## config.mk

```make
export PLATFORM = sky130hd
export DESIGN_NAME = conf_int_dot_seq
export DESIGN_NICKNAME = d
export VERILOG_FILES = /design/src/rtl/conf_int_dot_seq.sv
export SDC_FILE = /design/constraint.sdc
export NUM_CORES = 1
export LEC_CHECK = 0
export BUFFER_PORTS_ARGS = -buffer_cell sky130_fd_sc_hd__buf_2
export CORE_ASPECT_RATIO = 1.1
export CORE_UTILIZATION = 30
export DETAILED_ROUTE_END_ITERATION = 10
export GPL_TIMING_DRIVEN = 0
export HOLD_SLACK_MARGIN = 0.08
export PLACE_DENSITY = 0.44
export SLEW_MARGIN = 5
export SYNTH_ARGS = -nofsm -noshare
export SYNTH_HDL_FRONTEND = slang
export SYNTH_SLANG_ARGS = --single-unit
```

## constraint.sdc

```tcl
create_clock -name clk -period 7.5 [get_ports clk]
set_input_delay 0.75 -clock clk [delete_from_list [all_inputs] [get_ports clk]]
set_output_delay 0.75 -clock clk [all_outputs]
set_load 0.02 [all_outputs]
```

## src/rtl/conf_int_dot_seq.sv

```systemverilog
// conf_int_dot_seq: sequencing front-end for the integer MAC datapath.
// Takes a job length and operand pairs, then returns their dot product.
module conf_int_dot_seq #(
   parameter int OP_BITWIDTH        = 16,
   parameter int DATA_PATH_BITWIDTH = 16,
   parameter int LEN_WIDTH          = 8
) (
   input  logic                          clk,
   input  logic                          rst,
   input  logic                          start,
   input  logic [LEN_WIDTH-1:0]          len,
   output logic                          busy,
   input  logic                          in_valid,
   output logic                          in_ready,
   input  logic [DATA_PATH_BITWIDTH-1:0] a,
   input  logic [DATA_PATH_BITWIDTH-1:0] b,
   output logic                          res_valid,
   input  logic                          res_ready,
   output logic [DATA_PATH_BITWIDTH-1:0] res_data
);

   localparam int DW = DATA_PATH_BITWIDTH;

   typedef enum logic [1:0] {
      S_IDLE,
      S_RUN,
      S_DRAIN,
      S_DONE
   } state_t;

   state_t               r_state;
   logic [DW-1:0]        r_acc;
   logic [DW-1:0]        r_a;
   logic [DW-1:0]        r_b;
   logic                 r_v;
   logic [LEN_WIDTH-1:0] r_cnt;
   logic [LEN_WIDTH-1:0] r_len;
   logic                 r_busy;
   logic                 r_in_ready;
   logic                 r_res_valid;
   logic [DW-1:0]        r_res_data;

   logic [DW-1:0]        w_mask;
   logic [DW-1:0]        w_prod;
   logic [DW-1:0]        w_acc_next;
   logic                 w_xfer;
   logic                 w_last;

   // Operand bits at and above OP_BITWIDTH are dropped before capture.
   assign w_mask = {DW{1'b1}} >> (DW - OP_BITWIDTH);

   // Only the low DW bits of the product can reach the wrapped sum,
   // so a DW-wide multiply gives the same result as a full-width one.
   assign w_prod     = r_a * r_b;
   assign w_acc_next = r_v ? (r_acc + w_prod) : r_acc;

   assign w_xfer = in_valid && r_in_ready;
   assign w_last = (r_cnt == r_len - LEN_WIDTH'(1));

   // Job sequencer, operand registers and accumulator.
   always_ff @(posedge clk or posedge rst) begin
      if (rst) begin
         r_state     <= S_IDLE;
         r_acc       <= '0;
         r_a         <= '0;
         r_b         <= '0;
         r_v         <= 1'b0;
         r_cnt       <= '0;
         r_len       <= '0;
         r_busy      <= 1'b0;
         r_in_ready  <= 1'b0;
         r_res_valid <= 1'b0;
         r_res_data  <= '0;
      end else begin
         r_acc <= w_acc_next;
         unique case (r_state)
            S_IDLE: begin
               r_v <= 1'b0;
               if (start) begin
                  r_acc  <= '0;
                  r_cnt  <= '0;
                  r_busy <= 1'b1;
                  if (len != '0) begin
                     r_len      <= len;
                     r_in_ready <= 1'b1;
                     r_state    <= S_RUN;
                  end else begin
                     r_res_data  <= '0;
                     r_res_valid <= 1'b1;
                     r_state     <= S_DONE;
                  end
               end
            end
            S_RUN: begin
               if (w_xfer) begin
                  r_a   <= a & w_mask;
                  r_b   <= b & w_mask;
                  r_v   <= 1'b1;
                  r_cnt <= r_cnt + LEN_WIDTH'(1);
                  if (w_last) begin
                     r_in_ready <= 1'b0;
                     r_state    <= S_DRAIN;
                  end
               end else begin
                  r_v <= 1'b0;
               end
            end
            S_DRAIN: begin
               // Last pair lands in the accumulator on this edge.
               r_v         <= 1'b0;
               r_res_data  <= w_acc_next;
               r_res_valid <= 1'b1;
               r_state     <= S_DONE;
            end
            S_DONE: begin
               r_v <= 1'b0;
               if (res_ready) begin
                  r_res_valid <= 1'b0;
                  r_busy      <= 1'b0;
                  r_state     <= S_IDLE;
               end
            end
            default: begin
               r_state <= S_IDLE;
            end
         endcase
      end
   end

   assign busy      = r_busy;
   assign in_ready  = r_in_ready;
   assign res_valid = r_res_valid;
   assign res_data  = r_res_data;

endmodule

```

After elaboration in Yosys (flattened, before gate mapping)
Cells that the tools add are included.

word-level totals
  register bits after elaboration = 86
  input port bits = 45
  output and inout port bits = 19
  word-level logic and storage cells = 69

cells by class
  add/sub/neg operators = 3
  multiply operators = 1
  eq/ne operators = 10
  mux-type cells = 28
  reduce and logical (&&, ||, !) cells = 16

operators by type and width
  operator                                                             number
  16-bit two-way mux                                                   5
  16-bit case mux with 2 select lines                                  1
  16-bit adder                                                         1
  16-bit by 16-bit multiplier with 16-bit output                       1
  8-bit two-way mux                                                    2
  8-bit case mux with 2 select lines                                   1
  2-bit inequality test (second input constant)                        6
  3-bit AND reduction                                                  4
  2-bit two-way mux                                                    5
  1-bit two-way mux                                                    9
  8-bit by 1-bit adder with 8-bit output (second input constant)       1
  8-bit == test                                                        1
  2-bit case mux with 4 select lines                                   1
  4-bit AND reduction                                                  2
  8-bit nonzero test                                                   1
  8-bit by 1-bit subtractor with 8-bit output (second input constant)  1
  1-bit case mux with 2 select lines                                   3
  2-bit nonzero test                                                   3
  5-bit AND reduction                                                  1
  2-bit == test (second input constant)                                2
  1-bit case mux with 3 select lines                                   1
  3-bit nonzero test                                                   1
  3-bit OR reduction                                                   1
  2-bit by 1-bit == test with 1-bit output (second input constant)     1
  3 further kinds                                                      3

Logic depth before layout (Yosys ltp)
Gate-level depths: netlist of the first run.

  word-level depth = 5
  depth in mapped cells = 22
  depth with buffers taken out = 21

Worst setup path after synthesis of the first run
Ideal clock, no wire load.

  kind = flip-flop to flip-flop
  from = register r_b[1]
  to = register r_res_data[14] (netlist: res_data[14])
  setup time = 110 ps
  arrival = 5,207 ps
  required time = 7,390 ps
  slack = 2,182 ps
  stages on the path, launching flop included = 21
  buffers on the path = 1
  clock period less this slack = 5,318 ps
  cell sequence = dfrtp_1 > clkbuf_1 > and2_1 > fa_1 > inv_1 > fa_1 > fa_1 > fa_1 > inv_1 > fa_1 > inv_1 > fa_1 > inv_1 > ha_1 > nand3_1 > o21ai_0 > a21oi_1 > a21oi_1 > xor2_1 > nor2_1 > o41ai_1

on the way
  longest elaborated chain between the ends = 4

ends and longest elaborated chain
  what                                            RTL line  text
  from (decl)                                     34        logic [DW-1:0] r_b;
  from (signal assigned)                          97        r_b <= b & w_mask;
  16-bit by 16-bit multiplier with 16-bit output  54        assign w_prod = r_a * r_b;
  16-bit adder                                    55        assign w_acc_next = r_v ? (r_acc + w_prod) : r_acc;
  16-bit two-way mux                              55
  16-bit case mux with 2 select lines             76        unique case (r_state)
  to (signal assigned)                            111       r_res_data <= w_acc_next;
  to (decl)                                       41        logic [DW-1:0] r_res_data;

No other way between the ends.
A chain may end at the register's enable or synchronous reset.

Worst setup path after layout of the first run
  from = register r_b[1]
  to = register r_res_data[15] (netlist: res_data[15])

The elaborated chain is that of the path after synthesis.

==> impl_metrics.yaml, run 1 <==
cts:
  insertion_delay_ns: 0.35
  cts_tree: "done"
  clock_sinks: 86
  clk_path_buf_depth: 2
  cts.clk_slew.worst_paths_ns: 0.06
  postCtsHoldBufs: 0
  postCtsResizedCells: 0
  number_of_buffers_inserted_by_post_cts_setup_repair: 0
  ctsHtreeMaxLevel: 3
  buffer_cell_driving_the_clock_tree_root: "sky130_fd_sc_hd__clkbuf_16"
  cts_buffers: 9
min_path:
  hold_path_class: "input pin to asynchronous set/reset pin"
layout:
  final_util_pct: 34.5
  layout.nets: 1135
  antenna_cells: 0
  finalNonFillerCells: 1297
  final_area_mm2: 0.00929
  layout-drive-gt1-share_pct: 14.4
  syn2layout_area_growth_pct: 13.2
placed_design:
  dpl_cell_area_mm2: 0.00900
  place.detailed.instances: 1283
  place_hpwl_mm: 16.6
  gp_congestion: 0.784
  buffer_ports.inserted: 63
worst_setup_path:
  cp_num_buf_inv: 4
  cpMaxStageDelayCell: "sky130_fd_sc_hd__fa_1"
  path_common_cell: "sky130_fd_sc_hd__fa_1"
  crit_family: "adder cells"
  critPathLaunchType: "register"
  number_of_cells_on_the_critical_path: 18
  crit_chain: "clkbuf_1, nand2_1, fa_1, fa_1, inv_1, fa_1, fa_1, fa_1, inv_1, fa_1, inv_1, ha_1, o21ai_0, nor2_1, a211oi_1, xnor2_1, nand2_1, a22o_1"
  crit_required_ns: 7.74
  length_in_cells_of_the_worst_reg_to_reg_path: 18
  cp_max_fo: 10
  worst_ep_arrival_time_ns: 6.32
  nature_of_the_critical_path_endpoint: "register"
  cp_slowest_stage_delay_ns: 0.55
  timing.setup.critical_path_class: "register to register"
logic_synthesis:
  count_of_flip_flops_with_a_built_in_enable_after_synthesis: 0
  synth_most_common_cell: "sky130_fd_sc_hd__inv_1"
  post-synth-top-area-cell: "sky130_fd_sc_hd__dfrtp_1"
  synthesized_flop_and_latch_total: 86
  cell_area_after_technology_mapping_mm2: 0.00821
  postSynth.asyncResetShare_pct: 100
  synth.net_count: 1060
  yosysTopAreaCellShare_pct: 26.2
  netlist_top_cells_area: "sky130_fd_sc_hd__dfrtp_1 26%, sky130_fd_sc_hd__fa_1 23%, sky130_fd_sc_hd__ha_1 9.0%"
  synth_flop_cell: "sky130_fd_sc_hd__dfrtp_1"
  synthesis.instances: 862
  synthTopCellsByCount: "170 x sky130_fd_sc_hd__inv_1, 113 x sky130_fd_sc_hd__nand2_1, 94 x sky130_fd_sc_hd__fa_1"
  synth_warnings: 0
  synth-seq-area-share_pct: 26.2
  synth.avg_cell_area_um2: 9.52
  yosys.cell_types.count: 46
global_route:
  grt_pass1_vias: 5975
  grt_overflow_total: 0
  antenna_found_initial: 1
  grt_max_degree: 51
  grtUsageTotal_pct: 15.4
  grt_pass1_wl_mm: 33.1
floorplan:
  floorplan.die.width_um: 160
  placementRows: 63
  dieHeight_um: 175
  start_util_pct: 30.4
  fp.dieArea_mm2: 0.0280
  io-pin-count: 64
  core_area_mm2: 0.0270
run_status:
  run_status: "finished with violations"
  violations: "DRC"
route:
  routed-via-count: 5828
  drc_violations_left: 4
  ant_nets: 0
  first_iter_violations: 207
  drt_pass1_iterations: 7
  drt-total-wl_mm: 20.3
  detail_route.wl_per_cell_um: 15.6
  drt-vias-per-instance: 4.49
sta:
  hold_viol: 0
  rsz0062_at_grt: "no"
  final_min_period_over_clock_period_pct: 81.0
  relSlewSlack_pct: 49.5
  fin_worst_skew_ns: 0.00697
  setup_total_negative_slack_ns: 0
  actual_transition_at_the_worst_max_transition_pin_ns: 0.755
  max_clock_freq_ghz: 0.165
  finalWorstPathRequiredPeriod_ns: 6.08
  finalSetupViolCount: 0
  final-max-slew-violation-count: 0
run:
  cap_viol_max_count: 0
==> layout make-up <==
cell class	instances	area [µm²]
buffer	29	125
clock buffer	10	239
clock inverter	4	48.8
fill	2891	17700
inverter	170	641
multi-input combinational	577	5290
sequential	86	2150
tap	357	447
timing repair buffer	64	343
==> state kept, by name (all words and copies together), names as in the netlist, named ones only <==
register / flops
r_cnt: 8
busy: 1
r_a: 16
r_v: 1
res_valid: 1
res_data: 16
r_b: 16
r_acc: 13
r_len: 8
r_state: 2
in_ready: 1
==> kinds of logic (layout without fill, tap and decap cells) <==
| kind of cell | Yosys count | after routing | share of synthesized area [%] |
|---|---|---|---|
| XOR/XNOR | 58 | 58 | 6.72 |
| buffers and inverters | 199 | 277 | 9.30 |
| AND/OR/NAND/NOR | 244 | 244 | 13.9 |
| multiplexers | 49 | 49 | 6.55 |
| flip-flops | 86 | 86 | 26.2 |
| adder cells (fa/ha/maj) | 153 | 153 | 31.9 |
| AO/OA/AOI/OAI | 73 | 73 | 5.41 |
==> through the flow <==
step,setup slack [ns],hold WS [ns]
2_1_floorplan,2.18,0.481
3_3_place_gp,1.43,0.458
3_5_place_dp,1.38,0.463
4_1_cts,1.35,0.443
5_1_grt,1.09,0.475
6_report,1.42,0.436
==> routing by layer <==
metal	up-vias	share of wire (%)	GRT usage (%)	wire [µm]
met4	0	1.1	3.97	218
met2	55	51	26.9	10400
li1	2806	-	-	-
met1	2955	45	20.0	9210
met5	-	0	0	0
met3	12	2.2	2.38	438
==> placed cells by master, fill, tap and decap left out, drive strengths merged, types with 6 or more instances in the layout <==
| cell type | netlist | routed |
|---|---|---|
| nor2 | 41 | 41 |
| xor2 | 17 | 17 |
| mux2 | 38 | 38 |
| a21oi | 15 | 15 |
| ha | 59 | 59 |
| inv | 170 | 170 |
| and2 | 56 | 56 |
| mux2i | 11 | 11 |
| buf | 7 | 71 |
| nor3 | 6 | 6 |
| nand2 | 116 | 116 |
| dfrtp | 86 | 86 |
| clkbuf | 22 | 32 |
| fa | 94 | 94 |
| xnor2 | 40 | 40 |
| o21ai | 33 | 33 |
==> worst paths after layout <==
path,from,slack [ns],end
worst min-delay path,rst,0.44,r_a[0]
min in group clk,res_data[5],0.47,res_data[5]
worst max register to register,r_b[1],1.42,res_data[15]
max in group asynchronous,rst,6.41,res_data[6]
worst min register to register,res_data[5],0.47,res_data[5]
worst max-delay path,r_b[1],1.42,res_data[15]
Power of run 1 is not shown: default switching activity piles up to over one toggle a cycle in this logic, so the estimate is an artifact.
==> inputs of run 2 (changes only) <==
--- a/config.mk
+++ b/config.mk
@@ -5,13 +5,14 @@
 export SDC_FILE = /design/constraint.sdc
 export NUM_CORES = 1
 export LEC_CHECK = 0
+export ABC_AREA = 1
 export BUFFER_PORTS_ARGS = -buffer_cell sky130_fd_sc_hd__buf_2
 export CORE_ASPECT_RATIO = 1.1
 export CORE_UTILIZATION = 30
 export DETAILED_ROUTE_END_ITERATION = 10
 export GPL_TIMING_DRIVEN = 0
 export HOLD_SLACK_MARGIN = 0.08
-export PLACE_DENSITY = 0.44
+export PLACE_DENSITY = 0.45
 export SLEW_MARGIN = 5
 export SYNTH_ARGS = -nofsm -noshare
 export SYNTH_HDL_FRONTEND = slang
==> constraint.sdc (replaced) <==
create_clock -name clk -period 5.5 [get_ports clk]
set_input_delay 0.55 -clock clk [delete_from_list [all_inputs] [get_ports clk]]
set_output_delay 0.55 -clock clk [all_outputs]
set_load 0.02 [all_outputs]
==> impl_metrics.yaml, run 2 <==
route:
  routed-via-count: 6832
  detail_route.wl_per_cell_um: 13.4
  first_iter_violations: 273
  ant_nets: 0
  drt_pass1_iterations: 4
  drt-vias-per-instance: 4.36
  drt-total-wl_mm: 21.0
  drc_violations_left: 0
placed_design:
  buffer_ports.inserted: 63
  place_hpwl_mm: 17.4
  gp_congestion: 0.806
sta:
  setup_total_negative_slack_ns: 0
  actual_transition_at_the_worst_max_transition_pin_ns: 0.755
  final_min_period_over_clock_period_pct: 95.8
  max_clock_freq_ghz: 0.190
  finalWorstPathRequiredPeriod_ns: 5.27
  fin_worst_skew_ns: 0.00975
  finalSetupViolCount: 0
  relSlewSlack_pct: 49.5
  final-max-slew-violation-count: 0
  hold_viol: 0
logic_synthesis:
  count_of_flip_flops_with_a_built_in_enable_after_synthesis: 0
  yosysTopAreaCellShare_pct: 25.0
  synthesized_flop_and_latch_total: 86
  synthesis.instances: 1125
  cell_area_after_technology_mapping_mm2: 0.00861
  yosys.cell_types.count: 44
  synth_most_common_cell: "sky130_fd_sc_hd__nand2_1"
  synth.avg_cell_area_um2: 7.65
  synth-seq-area-share_pct: 25.0
  postSynth.asyncResetShare_pct: 100
  post-synth-top-area-cell: "sky130_fd_sc_hd__dfrtp_1"
  synth_warnings: 0
  synth.net_count: 1323
  synthTopCellsByCount: "353 x sky130_fd_sc_hd__nand2_1, 282 x sky130_fd_sc_hd__inv_1, 94 x sky130_fd_sc_hd__fa_1"
  netlist_top_cells_area: "sky130_fd_sc_hd__dfrtp_1 25%, sky130_fd_sc_hd__fa_1 22%, sky130_fd_sc_hd__nand2_1 15%"
  synth_flop_cell: "sky130_fd_sc_hd__dfrtp_1"
floorplan:
  placementRows: 64
  floorplan.die.width_um: 164
  io-pin-count: 64
  start_util_pct: 30.7
  core_area_mm2: 0.0280
  dieHeight_um: 180
  fp.dieArea_mm2: 0.0294
layout:
  most-common-layout-cells: "350 x sky130_fd_sc_hd__nand2_1, 277 x sky130_fd_sc_hd__inv_1, 94 x sky130_fd_sc_hd__fa_1, 79 x sky130_fd_sc_hd__dfrtp_1, 69 x sky130_fd_sc_hd__buf_2"
  layout.nets: 1396
  fillers: 3052
  layout_commonest_cell: "sky130_fd_sc_hd__nand2_1"
  antenna_cells: 0
  layout-drive-gt1-share_pct: 13.9
  syn2layout_area_growth_pct: 15.5
worst_setup_path:
  critPathLaunchType: "register"
  cp_max_fo: 10
  crit_required_ns: 5.74
  timing.setup.critical_path_class: "register to register"
  worst_ep_arrival_time_ns: 5.51
  nature_of_the_critical_path_endpoint: "register"
global_route:
  antenna_found_initial: 0
  grt_pass1_wl_mm: 34.7
  grtUsageTotal_pct: 15.2
  grt_overflow_total: 0
  grt_max_degree: 64
  grt_pass1_vias: 6759
cts:
  cts_tree: "done"
  clk_path_buf_depth: 2
  cts_buffers: 9
  ctsHtreeMaxLevel: 3
  cts.clk_slew.worst_paths_ns: 0.07
  clock_sinks: 86
  insertion_delay_ns: 0.36
  buffer_cell_driving_the_clock_tree_root: "sky130_fd_sc_hd__clkbuf_16"
run:
  cap_viol_max_count: 0
min_path:
  hold_path_class: "input pin to asynchronous set/reset pin"
run_status:
  run_status: "completed"
-- run 2: metal layers --
layer	vias to the layer above	global-route usage, %	wire (µm)
met5	-	0	0
met4	0	4.26	278
met3	15	1.75	459
met2	95	25.4	10400
met1	3285	20.7	9840
li1	3437	-	-
-- run 2: repair_timing --
item                       4_1_cts  5_1_grt
setup endpoints to repair       10       11
hold buffers                     0        0
gates resized for setup         14       61
pin swaps                        0        9
setup buffers                    0        3
-- run 2: kinds of logic after synthesis --
family                     share of synthesized area (%)
xor gates and xnor gates                            2.53
and+or+nand+nor                                     21.2
adders and majority gates                           30.4
muxes                                              0.233
AOI/OAI and AO/OA                                   5.96
DFF                                                 25.0
buffers and inverters                               14.7
-- run 2: metrics by stage --
step | hold WS, ns | cells | cell area (µm²) | worst slack (ns) | utilization, %
after floorplan | 0.442 | 1125 | 8610 | 0.337 | -
after global placement | 0.462 | 1551 | 9380 | -0.383 | 33.5
after detailed placement | 0.467 | 1552 | 9410 | -0.413 | 33.6
after CTS | 0.160 | 1564 | 9730 | 0.0127 | 34.7
after global routing | 0.187 | 1566 | 9940 | -0.0151 | 35.5
final | 0.156 | 1566 | 9940 | 0.230 | 35.5
-- run 2: layout make-up --
type / instances / area [µm²] / share of cell area, %
repair buffers: 67 / 365 / 3.67
clock inverters: 7 / 81.3 / 0.818
clock buffers: 9 / 225 / 2.26
plain buffers: 35 / 233 / 2.34
multi-input cells: 715 / 5360 / 53.9
inverters: 284 / 1070 / 10.7
well taps: 363 / 454 / 4.57
flip-flops and latches: 86 / 2160 / 21.7
-- run 2: final timing paths --
| path | startpoint | end | slack (ns) | depth (start not counted) |
|---|---|---|---|---|
| max in group asynchronous | rst | res_data[8] | 4.71 | 3 |
| worst max-delay path | r_b[2] | res_data[14] | 0.23 | 19 |
| worst min register to register | res_data[15] | res_data[15] | 0.48 | 2 |
| worst min-delay path | rst | r_a[12] | 0.16 | 2 |
| min in group clk | a[14] | r_a[14] | 0.38 | 3 |
| worst max register to register | r_b[2] | res_data[14] | 0.23 | 19 |
-- run 2: critical path: stages (launching register included) --
cell and delay (ns):
sky130_fd_sc_hd__dfrtp_2 0.45, sky130_fd_sc_hd__buf_6 0.17, sky130_fd_sc_hd__nand2_1 0.08, sky130_fd_sc_hd__fa_1 0.51
sky130_fd_sc_hd__fa_1 0.55, sky130_fd_sc_hd__inv_1 0.05, sky130_fd_sc_hd__fa_1 0.48, sky130_fd_sc_hd__fa_1 0.53
sky130_fd_sc_hd__fa_1 0.49, sky130_fd_sc_hd__inv_1 0.04, sky130_fd_sc_hd__fa_1 0.47, sky130_fd_sc_hd__inv_1 0.04
sky130_fd_sc_hd__ha_2 0.37, sky130_fd_sc_hd__nand2_1 0.11, sky130_fd_sc_hd__nor3_2 0.14, sky130_fd_sc_hd__nand3_1 0.11
sky130_fd_sc_hd__o2111ai_1 0.15, sky130_fd_sc_hd__nand2_1 0.10, sky130_fd_sc_hd__a22oi_2 0.20, sky130_fd_sc_hd__o21ai_0 0.10
Power of run 2 is left out for the same reason.
==> inputs of run 3 (changes only) <==
--- a/config.mk
+++ b/config.mk
@@ -12,7 +12,7 @@
 export DETAILED_ROUTE_END_ITERATION = 10
 export GPL_TIMING_DRIVEN = 0
 export HOLD_SLACK_MARGIN = 0.08
-export PLACE_DENSITY = 0.45
+export PLACE_DENSITY = 0.53
 export SLEW_MARGIN = 5
 export SYNTH_ARGS = -nofsm -noshare
 export SYNTH_HDL_FRONTEND = slang
==> impl_metrics.yaml, run 3 (synthesized netlist as in run 2, its figures left out) <==
run_status:
  run_status: "completed"
min_path:
  hold_path_class: "input pin to asynchronous set/reset pin"
sta:
  fin_worst_skew_ns: 0.00869
  relSlewSlack_pct: 50.2
  finalWorstPathRequiredPeriod_ns: 5.22
  worst_hold_slack_ns: 0.161
  max_clock_freq_ghz: 0.192
  finalSetupViolCount: 0
  final-max-slew-violation-count: 0
  rsz0062_at_grt: "yes"
  actual_transition_at_the_worst_max_transition_pin_ns: 0.744
  hold_viol: 0
  final_min_period_over_clock_period_pct: 94.9
global_route:
  antenna_found_initial: 0
  grt_overflow_total: 0
  grt_pass1_wl_mm: 33.6
  grt_max_degree: 66
  grtUsageTotal_pct: 14.6
  grt_pass1_vias: 6708
worst_setup_path:
  timing.setup.critical_path_class: "register to register"
  critPathLaunchType: "register"
  cp_max_fo: 7
  nature_of_the_critical_path_endpoint: "register"
  crit_required_ns: 5.75
  worst_ep_arrival_time_ns: 5.47
layout:
  final_util_pct: 35.8
  layout_commonest_cell: "sky130_fd_sc_hd__nand2_1"
  layout-drive-gt1-share_pct: 14.4
  most-common-layout-cells: "351 x sky130_fd_sc_hd__nand2_1, 277 x sky130_fd_sc_hd__inv_1, 92 x sky130_fd_sc_hd__fa_1, 78 x sky130_fd_sc_hd__dfrtp_1, 67 x sky130_fd_sc_hd__buf_2"
  syn2layout_area_growth_pct: 16.5
  layout.nets: 1404
  antenna_cells: 0
route:
  detail_route.wl_per_cell_um: 13.0
  ant_nets: 0
  dr_wl_met2_mm: 10.4
  wl_met3_um: 394
  drt_pass1_iterations: 4
  drc_violations_left: 0
  drt-total-wl_mm: 20.4
  first_iter_violations: 267
  topRoutingLayerUsed: "met4"
  drt-vias-per-instance: 4.30
  route.layer.met1.wl_mm: 9.33
  routed-via-count: 6762
cts:
  buffer_cell_driving_the_clock_tree_root: "sky130_fd_sc_hd__clkbuf_16"
  postCtsHoldBufs: 0
  cts_tree: "done"
  clk_path_buf_depth: 2
  cts.clk_slew.worst_paths_ns: 0.07
  clock_sinks: 86
  ctsHtreeMaxLevel: 3
  insertion_delay_ns: 0.36
  cts_buffers: 9
placed_design:
  buffer_ports.inserted: 63
  place_hpwl_mm: 16.8
  gp_congestion: 0.839
floorplan:
  placementRows: 64
  floorplan.die.width_um: 164
  fp.dieArea_mm2: 0.0294
  dieHeight_um: 180
  core_area_mm2: 0.0280
  start_util_pct: 30.7
  io-pin-count: 64
run:
  cap_viol_max_count: 0
==> run 3: cell count changes in the layout (fill, tap and decap cells not counted), sizes merged <==
cell      delta
buf          +7
clkbuf       +2
clkinv       -3
clkinvlp     +2
==> run 3: path summary, 6_finish.rpt <==
path | cells after the start | startpoint | slack [ns] | to
min reg2reg | 2 | res_data[5] | 0.48 | res_data[5]
max in group asynchronous | 3 | rst | 4.71 | r_acc[8]
min in group clk | 3 | b[1] | 0.39 | r_b[1]
max reg2reg | 25 | r_b[4] | 0.28 | res_data[15]
max | 25 | r_b[4] | 0.28 | res_data[15]
min | 2 | rst | 0.16 | r_b[15]
==> run 3: repair_timing <==
item,4_1_cts,5_1_grt
gates resized for setup,16,62
setup endpoints to repair,10,10
endpoints found under the hold margin,0,0
pin swaps,0,19
setup buffers,1,11
==> run 3: final cells by class <==
cell class | count | area (µm²)
Tap cell | 363 | 454
Clock inverter | 6 | 67.6
Fill cell | 3031 | 18000
Multi-Input combinational cell | 715 | 5350
Inverter | 284 | 1070
Sequential cell | 86 | 2160
Buffer | 34 | 249
Timing Repair Buffer | 76 | 433
Clock buffer | 10 | 239
==> run 3: routing by layer <==
layer | track usage [%] | vias to the layer above
met3 | 1.98 | 16
li1 | - | 3443
met1 | 19.0 | 3225
met4 | 4.11 | 0
met5 | 0 | -
met2 | 25.0 | 78
==> run 3: metrics by stage <==
stage / std cells / TNS [ns] / setup WS [ns] / area, µm²
floorplan: 1125 / 0 / 0.337 / 8610
global placement: 1551 / -2.50 / -0.399 / 9380
detailed placement: 1552 / -2.33 / -0.357 / 9410
CTS: 1565 / 0 / 0.00542 / 9740
global route: 1574 / -0.0358 / -0.0217 / 10000
finish: 1574 / 0 / 0.279 / 10000
==> run 3: worst max-delay path, cell delays in order, from the launching register on <==
cell	delay, ns
sky130_fd_sc_hd__dfrtp_1	0.41
sky130_fd_sc_hd__buf_6	0.15
sky130_fd_sc_hd__buf_4	0.14
sky130_fd_sc_hd__nand2_1	0.05
sky130_fd_sc_hd__inv_1	0.05
sky130_fd_sc_hd__fa_1	0.55
sky130_fd_sc_hd__fa_1	0.41
sky130_fd_sc_hd__ha_1	0.21
sky130_fd_sc_hd__fa_1	0.48
sky130_fd_sc_hd__inv_1	0.05
sky130_fd_sc_hd__fa_1	0.46
sky130_fd_sc_hd__fa_1	0.51
sky130_fd_sc_hd__inv_1	0.05
sky130_fd_sc_hd__ha_1	0.31
sky130_fd_sc_hd__inv_1	0.16
sky130_fd_sc_hd__o21ai_0	0.13
sky130_fd_sc_hd__a21oi_2	0.21
sky130_fd_sc_hd__inv_1	0.06
sky130_fd_sc_hd__nand2_1	0.05
sky130_fd_sc_hd__nand2_1	0.06
sky130_fd_sc_hd__a31oi_2	0.21
sky130_fd_sc_hd__inv_1	0.06
sky130_fd_sc_hd__nand3_1	0.09
sky130_fd_sc_hd__nand3_2	0.09
sky130_fd_sc_hd__nand3_1	0.10
sky130_fd_sc_hd__nand2_1	0.05
Power of run 3 is left out for the same reason.
